### src/rtl/mc_datapath_regs.sv
// Multi-cycle MIPS datapath registers: PC, IR, MDR, A, B, ALUOut and the
// combinational address, operand, write-back and next-PC selects around them.
module mc_datapath_regs #(
    parameter logic [31:0] PC_RESET = 32'h0000_0000
) (
    input  logic        i_clk,
    input  logic        i_rst_n,
    input  logic        i_PCWrite,
    input  logic        i_PCWriteCond,
    input  logic        i_IRWrite,
    input  logic        i_MemRead,
    input  logic        i_MemWrite,
    input  logic        i_RegWrite,
    input  logic [1:0]  i_IorD,
    input  logic [1:0]  i_PCSource,
    input  logic [1:0]  i_ALUSrcA,
    input  logic [1:0]  i_ALUSrcB,
    input  logic [1:0]  i_RegDst,
    input  logic [1:0]  i_MemtoReg,
    input  logic [31:0] i_alu_result,
    input  logic        i_zero,
    input  logic [31:0] i_mem_rdata,
    input  logic [31:0] i_rf_rdata1,
    input  logic [31:0] i_rf_rdata2,
    output logic [5:0]  o_op,
    output logic [5:0]  o_funct,
    output logic [4:0]  o_rs,
    output logic [4:0]  o_rt,
    output logic [31:0] o_mem_addr,
    output logic [31:0] o_mem_wdata,
    output logic        o_mem_rd,
    output logic        o_mem_wr,
    output logic [31:0] o_alu_a,
    output logic [31:0] o_alu_b,
    output logic [4:0]  o_rf_waddr,
    output logic [31:0] o_rf_wdata,
    output logic        o_rf_we,
    output logic [31:0] o_pc
);

    logic [31:0] pc;
    logic [31:0] ir;
    logic [31:0] mdr;
    logic [31:0] a;
    logic [31:0] b;
    logic [31:0] alu_out;
    logic [31:0] next_pc;
    logic [31:0] imm_s;
    logic [31:0] shamt;
    logic        pc_en;

    assign imm_s = {{16{ir[15]}}, ir[15:0]};
    assign shamt = {27'd0, ir[10:6]};
    assign pc_en = i_PCWrite | (i_PCWriteCond & i_zero);

    always_ff @(posedge i_clk or negedge i_rst_n) begin
        if (!i_rst_n) begin
            pc      <= PC_RESET;
            ir      <= '0;
            mdr     <= '0;
            a       <= '0;
            b       <= '0;
            alu_out <= '0;
        end else begin
            if (pc_en)
                pc <= next_pc;
            if (i_IRWrite)
                ir <= i_mem_rdata;
            mdr     <= i_mem_rdata;
            a       <= i_rf_rdata1;
            b       <= i_rf_rdata2;
            alu_out <= i_alu_result;
        end
    end

    always_comb begin
        o_mem_addr = pc;
        unique case (i_IorD)
            2'b00: o_mem_addr = pc;
            2'b01: o_mem_addr = alu_out;
            2'b10: o_mem_addr = a;
            2'b11: o_mem_addr = pc;
        endcase
    end

    always_comb begin
        o_alu_a = pc;
        unique case (i_ALUSrcA)
            2'b00: o_alu_a = pc;
            2'b01: o_alu_a = a;
            2'b10: o_alu_a = shamt;
            2'b11: o_alu_a = 32'h0;
        endcase
    end

    always_comb begin
        o_alu_b = b;
        unique case (i_ALUSrcB)
            2'b00: o_alu_b = b;
            2'b01: o_alu_b = 32'd4;
            2'b10: o_alu_b = imm_s;
            2'b11: o_alu_b = {imm_s[29:0], 2'b00};
        endcase
    end

    // Jump target takes the upper nibble of the already-incremented PC.
    always_comb begin
        next_pc = i_alu_result;
        unique case (i_PCSource)
            2'b00: next_pc = i_alu_result;
            2'b01: next_pc = alu_out;
            2'b10: next_pc = {pc[31:28], ir[25:0], 2'b00};
            2'b11: next_pc = a;
        endcase
    end

    always_comb begin
        o_rf_waddr = ir[20:16];
        unique case (i_RegDst)
            2'b00: o_rf_waddr = ir[20:16];
            2'b01: o_rf_waddr = ir[15:11];
            2'b10: o_rf_waddr = 5'd31;
            2'b11: o_rf_waddr = ir[20:16];
        endcase
    end

    always_comb begin
        o_rf_wdata = alu_out;
        unique case (i_MemtoReg)
            2'b00: o_rf_wdata = alu_out;
            2'b01: o_rf_wdata = mdr;
            2'b10: o_rf_wdata = pc;
            2'b11: o_rf_wdata = {ir[15:0], 16'h0};
        endcase
    end

    assign o_op        = ir[31:26];
    assign o_funct     = ir[5:0];
    assign o_rs        = ir[25:21];
    assign o_rt        = ir[20:16];
    assign o_mem_wdata = b;
    assign o_mem_rd    = i_MemRead;
    assign o_mem_wr    = i_MemWrite;
    assign o_rf_we     = i_RegWrite;
    assign o_pc        = pc;

endmodule

### config.mk
export PLATFORM = sky130hd
export DESIGN_NAME = mc_datapath_regs
export DESIGN_NICKNAME = d
export VERILOG_FILES = /design/src/rtl/mc_datapath_regs.sv
export SDC_FILE = /design/constraint.sdc
export NUM_CORES = 1
export LEC_CHECK = 0
export ABC_AREA = 1
export BUFFER_PORTS_ARGS = -buffer_cell sky130_fd_sc_hd__buf_2
export CAP_MARGIN = 20
export CORE_ASPECT_RATIO = 0.6
export CORE_UTILIZATION = 53
export DETAILED_ROUTE_END_ITERATION = 12
export GPL_ROUTABILITY_DRIVEN = 0
export PLACE_DENSITY_LB_ADDON = 0.05
export SYNTH_ARGS = -nofsm -noshare
export SYNTH_HDL_FRONTEND = slang
export SYNTH_SLANG_ARGS = --single-unit
### constraint.sdc
create_clock -name i_clk -period 2.1 [get_ports i_clk]
set_input_delay 0.105 -clock i_clk [delete_from_list [all_inputs] [get_ports i_clk]]
set_output_delay 0.105 -clock i_clk [all_outputs]
set_load 0.05 [all_outputs]
======== Word-level counts from Yosys, hierarchy flattened ========
Cells that the tools add are included.
word-level totals
  output and inout port bits .............. 222
  word-level logic and storage cells ...... 43
  bits of input ports ..................... 149
  register bits after elaboration ......... 192
cells by class
  bitwise logic cells ..................... 3
  muxes and demuxes ....................... 6
  reductions and logical operators ........ 9
  equality and inequality tests ........... 18
operators by type and width
  operator                                        count
  one-hot mux 32 bit (4 select lines)             4
  one-hot mux 32 bit (3 select lines)             1
  == test 2 bit (second input constant)           12
  one-hot mux 5 bit (3 select lines)              1
  == test 2 x 1 -> 1 bit (second input constant)  6
  logical NOT 2 bit                               6
  OR reduction 2 bit                              2
  AND reduction 2 bit                             1
  AND 1 bit                                       1
  NOT 1 bit                                       1
  bitwise OR 1 bit                                1

======== Longest topological paths before layout ========
Gate-level depths: netlist of the first run.
  depth in word-level cells ............... 3
  depth in mapped cells ................... 8

======== Worst setup path after synthesis of the first run ========
OpenSTA, ideal clock, no wires.
  kind .................................... input to output
  from .................................... input port i_IorD[0]
  to ...................................... output port o_mem_addr[18]
  stages .................................. 5
  arrival time ............................ 1628 ps
  buffers on the path ..................... 1
  slack ................................... 367 ps
  cells stage by stage .................... inv_1 -> ha_1 -> clkbuf_1 -> a21oi_1 -> a22oi_1
between the ends
  cells in the longest elaborated chain, start to end .. 3
  elaborated cells between the ends (all ways) .. 6
  those cells by class .................... 3 x eq/ne; 1 x mux; 2 x reduce/logical
ends and longest elaborated chain
  what                                                       line  RTL
  start: declaration                                         14    input logic [1:0] i_IorD,
  == test 2 bit / logical NOT 2 bit (equally long branches)  78    unique case (i_IorD)
  OR reduction 2 bit (no line)                               -
  one-hot mux 32 bit (3 select lines) (*)                    78
  end: declaration                                           29    output logic [31:0] o_mem_addr,
Mark *: on every way between the ends. The rest lies on a longest branch, timed or not.

======== Worst setup path in the final report of the first run ========
  from .................................... register ir[15]
  to ...................................... output port o_alu_b[18]
between the ends
  cells in the longest elaborated chain, start to end .. 1
ends and longest elaborated chain
  what                                 line  RTL
  start: declaration                   42    logic [31:0] ir;
  start signal: assignment             68    ir <= i_mem_rdata;
  one-hot mux 32 bit (4 select lines)  98    unique case (i_ALUSrcB)
  end: declaration                     34    output logic [31:0] o_alu_b,
No other way between the ends.

==> impl_results.rst, run 1 <==
.. list-table::
   :header-rows: 1

   * - Metric
     - Value
   * - Result of the run
     - completed
   * - Die span in x
     - 172 um
   * - Mean instance size in the synthesized netlist
     - 7.97 um2
   * - Number of nets with antenna violations after detailed routing
     - 0
   * - Number of antenna violations at the first check in global routing
     - 0
   * - Clk network pwr share
     - 0.305
   * - Number of storage elements in the synthesis netlist
     - 192
   * - CP arrival
     - 1.87 ns
   * - Area grow syn2layout
     - 42.1%
   * - Standard cell area after detailed placement
     - about 11000 um2
   * - Critical Path Fanout Max
     - 15
   * - Final hold viol count
     - 0
   * - Sequential group share of total power
     - 0.385
   * - Slowest stage cell, crit path
     - sky130_fd_sc_hd__dfrtp_1
   * - Slack of the critical path
     - roughly 0.13 ns
   * - Cell types with the largest area share after synthesis
     - sky130_fd_sc_hd__dfrtp_1 52%, sky130_fd_sc_hd__nand2_1 20%, sky130_fd_sc_hd__nand3_1 4.6%
   * - Number of unique standard cell types used by synthesis
     - 21
   * - Starting density of the core
     - 0.554
   * - Combinational power share
     - 0.310
   * - CP Data Required Time
     - 2.00 ns
   * - DRC viols
     - 0
   * - Most repeated library cell on the critical path
     - sky130_fd_sc_hd__nand2_1
   * - Die height
     - 104 um
   * - Top delay family on crit path
     - simple AND/OR/NAND/NOR gates
   * - VDD IR max
     - 500 uV
   * - Post-route clock period utilization
     - 0.939
   * - Top-level I/O count
     - 371
   * - TritonCTS Buffers
     - 17
   * - Worst path buffer plus inverter count
     - 1
   * - Worst-Margin Slew
     - 0.984 ns
   * - Global-route usage over all layers
     - 0.406
   * - Crit path kind
     - register to output port
   * - Worst Hold Class
     - input port to asynchronous set/reset pin
   * - Number of global-route vias before repair
     - 9624
   * - Overflow left after global routing
     - 0
   * - Net count after synthesis
     - 1306
   * - Power Dens Cells
     - roughly 850 nW/um2
   * - Unrepaired setup endpoints after global routing
     - false
   * - Proportion of layout cells with a drive suffix above 1
     - 0.276
   * - Number of search-and-repair iterations in the first detailed-routing pass
     - 5
   * - Antenna diode count
     - 0
   * - CTS sink cnt
     - between 150 and 200
   * - Pin count of the biggest net entering global routing
     - 61
   * - H-tree depth
     - 4
   * - DIE AREA
     - 17900 um2
   * - Leading cell type in the layout, fill and taps excluded
     - sky130_fd_sc_hd__nand2_1
   * - Clock root buffer
     - sky130_fd_sc_hd__clkbuf_16
   * - Post-placement worst setup slack
     - between 0.4 and 0.5 ns
   * - Count of yosys warnings during synthesis
     - 0
   * - Type of origin of the critical path
     - register
   * - Port Buffers
     - 364
   * - Achievable Freq
     - 507 MHz
   * - Post-CTS setup-driven buffer insertion count
     - 0
   * - Skew final
     - 0.0138 ns
   * - Fraction of the yosys area taken by sequential cells
     - 0.523
   * - Max stage delay on crit path
     - 0.48 ns
   * - Cell type contributing the most total cell area after synthesis
     - sky130_fd_sc_hd__dfrtp_1
   * - WL/cell
     - between 15 and 20 um
   * - Static Leak
     - 0.00700 uW
   * - Commonest cells after routing, fill and taps aside
     - 492 x sky130_fd_sc_hd__nand2_1, 363 x sky130_fd_sc_hd__buf_2, 192 x sky130_fd_sc_hd__dfrtp_1
   * - Detailed placer's ending HPWL
     - 24000 um
   * - Summed negative setup slack over all endpoints
     - 0 ns
   * - CTS Buffer Depth
     - 2
   * - Critical Path, Cell by Cell
     - nand2_1 -> nand2_1 -> buf_2
   * - Post-Synthesis Cells
     - 1153
   * - Proportion of total power due to net switching
     - 0.394
   * - Minimum period implied by the final worst setup slack
     - ~2.0 ns
   * - CTS clock-pin slew for the worst setup and hold paths
     - 0.07 ns
   * - Internal cell power
     - 6760 uW
   * - Initial DRC Count
     - 1138
   * - Clk_lat worst skew
     - 0.44 ns
   * - Switching Power
     - 4400 uW
   * - Wire length of the first global-routing pass
     - 53900 um
   * - Category of the worst setup path capture point
     - output port
   * - Number of violations of the max-capacitance limit
     - 0
   * - Post-synth design cell area
     - 9190 um2
   * - Final layout net count
     - 1755
   * - Setup Viol. Count Final
     - 0
   * - Via count
     - 10100
   * - Design Area, Final
     - 13100 um2
   * - Pins over their slew limit
     - 0
   * - Vias per cell
     - 5.49
   * - CTS tree
     - yes
   * - Placeable Area
     - 16600 um2
   * - Count of standard-cell rows
     - 36
   * - Area share of the largest cell type after synthesis
     - 0.523
   * - Total length of routed wires
     - 35800 um
   * - Max_slew headroom
     - 0.343
==> metal layers <==
layer	up-vias	track usage	wire [um]
met5	-	0	0
met4	0	0.181	1260
met3	101	0.0753	3630
met2	687	0.631	16700
met1	4805	0.554	14300
li1	4530	-	-
==> sequential cells by signal, summed over array words and instances (netlist names) <==
signal	flops
a	32
alu_out	32
ir	32
mdr	32
o_mem_wdata	32
o_pc	32
==> layout make-up <==
class	count	area [um2]
clock buffer	22	484
tap	228	285
clock inverter	10	124
timing repair buffer	516	3390
fill	1190	3520
multi-input combinational	783	3620
inverter	92	345
sequential	192	4800
==> timing repair <==
action,CTS,global route
resized for setup,0,0
setup endpoints to repair,0,0
endpoints found under the hold margin,271,0
hold buffers,129,0
==> power groups by stage <==
stage	Combinational, uW	Sequential, uW	Clock [uW]
5_1_grt	3630	4310	3580
3_5_place_dp	3220	4350	0
3_3_place_gp	3190	4340	0
6_report	3460	4300	3400
4_1_cts	3420	4280	3390
2_1_floorplan	1960	4630	0
==> final timing paths <==
kind / start / to / slack, ns / depth (start not counted)
min in group i_clk: i_PCSource[0] / o_pc[14] / 0.18 / 6
setup reg to reg: ir[6] / o_pc[8] / 1.05 / 4
hold / removal: i_rst_n / o_mem_wdata[8] / 0.17 / 2
hold reg to reg: ir[26] / ir[26] / 0.51 / 1
max in group asynchronous: i_rst_n / mdr[26] / 1.15 / 3
setup / recovery: ir[15] / o_alu_b[18] / 0.13 / 3
==> Yosys cell counts <==
cell and count:
sky130_fd_sc_hd__nand2_1 492, sky130_fd_sc_hd__dfrtp_1 192, sky130_fd_sc_hd__inv_1 88, sky130_fd_sc_hd__nand3_1 84, sky130_fd_sc_hd__a21oi_1 58, sky130_fd_sc_hd__nor2_1 35, sky130_fd_sc_hd__buf_2 34, sky130_fd_sc_hd__buf_4 28
sky130_fd_sc_hd__clkbuf_1 23, sky130_fd_sc_hd__o21bai_1 20, sky130_fd_sc_hd__o21ai_0 19, sky130_fd_sc_hd__mux2_2 16, sky130_fd_sc_hd__nand4_1 16, sky130_fd_sc_hd__o211ai_1 15, sky130_fd_sc_hd__a22o_1 12, sky130_fd_sc_hd__a22oi_1 11
sky130_fd_sc_hd__ha_1 4, sky130_fd_sc_hd__inv_2 3, sky130_fd_sc_hd__buf_1 1, sky130_fd_sc_hd__clkinv_1 1, sky130_fd_sc_hd__nor2_2 1
==> per-stage QoR <==
step	instances	total power [uW]	utilization	hold WS, ns
floorplan	1153	6590	-	-0.191
global placement	1682	7540	0.673	0.0581
detailed placement	1682	7570	0.673	0.0530
CTS	1843	11100	0.788	0.173
global route	1843	11500	0.788	0.176
finish	1843	11200	0.788	0.175
==> logic make-up after synthesis <==
logic type	count (synthesis)	synth area share
adders and majority gates	4	0.00545
buffers and inverters	178	0.0888
muxes	16	0.0196
and+or+nand+nor	628	0.273
AOI/OAI and AO/OA	135	0.0909
DFF	192	0.523
Note: power is estimated with default switching activity, not from simulation.
==> run 2: changes to the inputs <==
REMOVE_ABC_BUFFERS = 1   (was not set)
==> impl_results.rst, run 2 (synthesis gave the netlist of run 1 again) <==
.. list-table::
   :header-rows: 1

   * - Metric
     - Value
   * - Critical Path Fanout Max
     - 15
   * - Commonest cells after routing, fill and taps aside
     - 492 x sky130_fd_sc_hd__nand2_1, 363 x sky130_fd_sc_hd__buf_2, 192 x sky130_fd_sc_hd__dfrtp_1
   * - CP Data Required Time
     - 2.00 ns
   * - Overflow left after global routing
     - 0
   * - Port Buffers
     - between 300 and 400
   * - Initial DRC Count
     - 1259
   * - Switching Power
     - around 4500 uW
   * - Proportion of layout cells with a drive suffix above 1
     - 0.280
   * - Antenna diode count
     - 0
   * - Pins over their slew limit
     - 0
   * - Post-CTS setup-driven buffer insertion count
     - 0
   * - Achievable Freq
     - ~540 MHz
   * - Clk_lat worst skew
     - 0.44 ns
   * - Number of antenna violations at the first check in global routing
     - 0
   * - Wire length of the first global-routing pass
     - 54900 um
   * - Die span in x
     - roughly 170 um
   * - Pin count of the biggest net entering global routing
     - 65
   * - Max_slew headroom
     - 0.281
   * - Static Leak
     - 0.00703 uW
   * - Type of origin of the critical path
     - register
   * - TritonCTS Buffers
     - 17
   * - Power Dens Cells
     - 845 nW/um2
   * - CP arrival
     - 1.75 ns
   * - Design Power
     - 11000 uW
   * - Proportion of total power due to net switching
     - 0.403
   * - CTS clock-pin slew for the worst setup and hold paths
     - around 0.07 ns
   * - Worst-Margin Slew
     - 1.08 ns
   * - Fraction of met3 tracks used by global routing
     - 0.0967
   * - Crit path kind
     - register to output port
   * - Number of global-route vias before repair
     - 9866
   * - Internal cell power
     - 6590 uW
   * - DIE AREA
     - 17900 um2
   * - Number of violations of the max-capacitance limit
     - 0
   * - Final hold viol count
     - 0
   * - Count of non-filler cells in the finished layout
     - 1851
   * - DRC viols
     - 0
   * - Via count
     - 10300
   * - Clock root buffer
     - sky130_fd_sc_hd__clkbuf_16
   * - Post-Route Hold Slack
     - about 0.15 ns
   * - Sequential group share of total power
     - 0.386
   * - Detailed placer's ending HPWL
     - ~24000 um
   * - Area grow syn2layout
     - 42.3%
   * - Count of standard-cell rows
     - 36
   * - Minimum period implied by the final worst setup slack
     - between 1.5 and 2 ns
   * - Result of the run
     - completed
   * - Placeable Area
     - 16600 um2
   * - Combinational power share
     - 0.317
   * - Global-route usage over all layers
     - 0.410
   * - Skew final
     - a little over 0.009 ns
   * - Standard cell area after detailed placement
     - ~11000 um2
   * - Seq. cell area
     - around 4800 um2
   * - Starting density of the core
     - 0.554
   * - H-tree depth
     - 4
   * - WL/cell
     - roughly 20 um
   * - Post-route clock period utilization
     - 0.883
   * - Fraction of met2 tracks used by global routing
     - 0.634
   * - CTS Buffer Depth
     - 2
   * - Final layout net count
     - approximately 1800
   * - Global Route met1 Usage
     - 0.564
   * - CTS sink cnt
     - 192
   * - Number of nets with antenna violations after detailed routing
     - 0
   * - Worst Hold Class
     - input port to register
   * - Setup Viol. Count Final
     - 0
   * - VDD IR max
     - 640 uV
   * - Total length of routed wires
     - 36300 um
   * - Unrepaired setup endpoints after global routing
     - false
   * - Count of fill cells added during filler insertion
     - around 1100
   * - Vias per cell
     - 5.55
   * - Post-placement cell count
     - between 1500 and 2000
   * - Die height
     - about 100 um
   * - Top-level I/O count
     - 371
   * - Number of search-and-repair iterations in the first detailed-routing pass
     - 5
   * - Design Area, Final
     - approximately 13000 um2
   * - Clk network pwr share
     - 0.296
   * - Leading cell type in the layout, fill and taps excluded
     - sky130_fd_sc_hd__nand2_1
   * - GR peak layer
     - met2
   * - CTS tree
     - yes
   * - Category of the worst setup path capture point
     - output port
   * - Multi-input gate area
     - 3620 um2
[run 2: final timing paths]
kind / from / to / slack (ns) / cells after the start
max: ir[15] / o_alu_b[20] / 0.24 / 3
max in group asynchronous: i_rst_n / o_mem_wdata[10] / 1.17 / 3
min in group asynchronous: i_rst_n / alu_out[24] / 0.18 / 2
max reg2reg: ir[7] / o_pc[9] / 1.02 / 4
min reg2reg: ir[30] / ir[30] / 0.51 / 1
min: i_PCSource[1] / o_pc[16] / 0.15 / 5
[run 2: what timing repair did]
action | in CTS | in global routing
hold buffers | 129 | 0
hold endpoints to repair | 208 | 0
endpoints found under the setup margin | 0 | 0
resized for setup | 0 | 0
[run 2: worst max-delay path, stage by stage, from the launching register on]
cell                      delay (ns)
sky130_fd_sc_hd__dfrtp_1        0.51
sky130_fd_sc_hd__nand2_1        0.36
sky130_fd_sc_hd__nand2_1        0.17
sky130_fd_sc_hd__buf_2          0.27
[run 2: power by group through the flow]
stage	registers [uW]	clock network [uW]	logic (uW)
6_report	4270	3280	3510
4_1_cts	4250	3280	3460
2_1_floorplan	4780	0	1670
5_1_grt	4290	3440	3670
3_3_place_gp	4320	0	3230
3_5_place_dp	4320	0	3250
[run 2: area by class of cell]
class / instances / area share
clock buffers: 19 / 0.0339
clock inverters: 13 / 0.0109
inverters: 92 / 0.0264
multi-input cells: 783 / 0.277
flip-flops and latches: 192 / 0.367
well taps: 228 / 0.0218
repair buffers: 524 / 0.263
[run 2: per-layer routing]
metal | part of all wire | routed length, um
met4 | 0.030 | 1080
met3 | 0.13 | 4570
met2 | 0.45 | 16400
met5 | 0 | 0
met1 | 0.39 | 14200
[run 2: metrics by stage]
step,worst slack (ns),TNS (ns),util
floorplan,-0.0325,-0.845,-
global placement,0.565,0,0.676
global route,0.151,0,0.789
finish,0.245,0,0.789
detailed placement,0.541,0,0.676
CTS,0.290,0,0.789
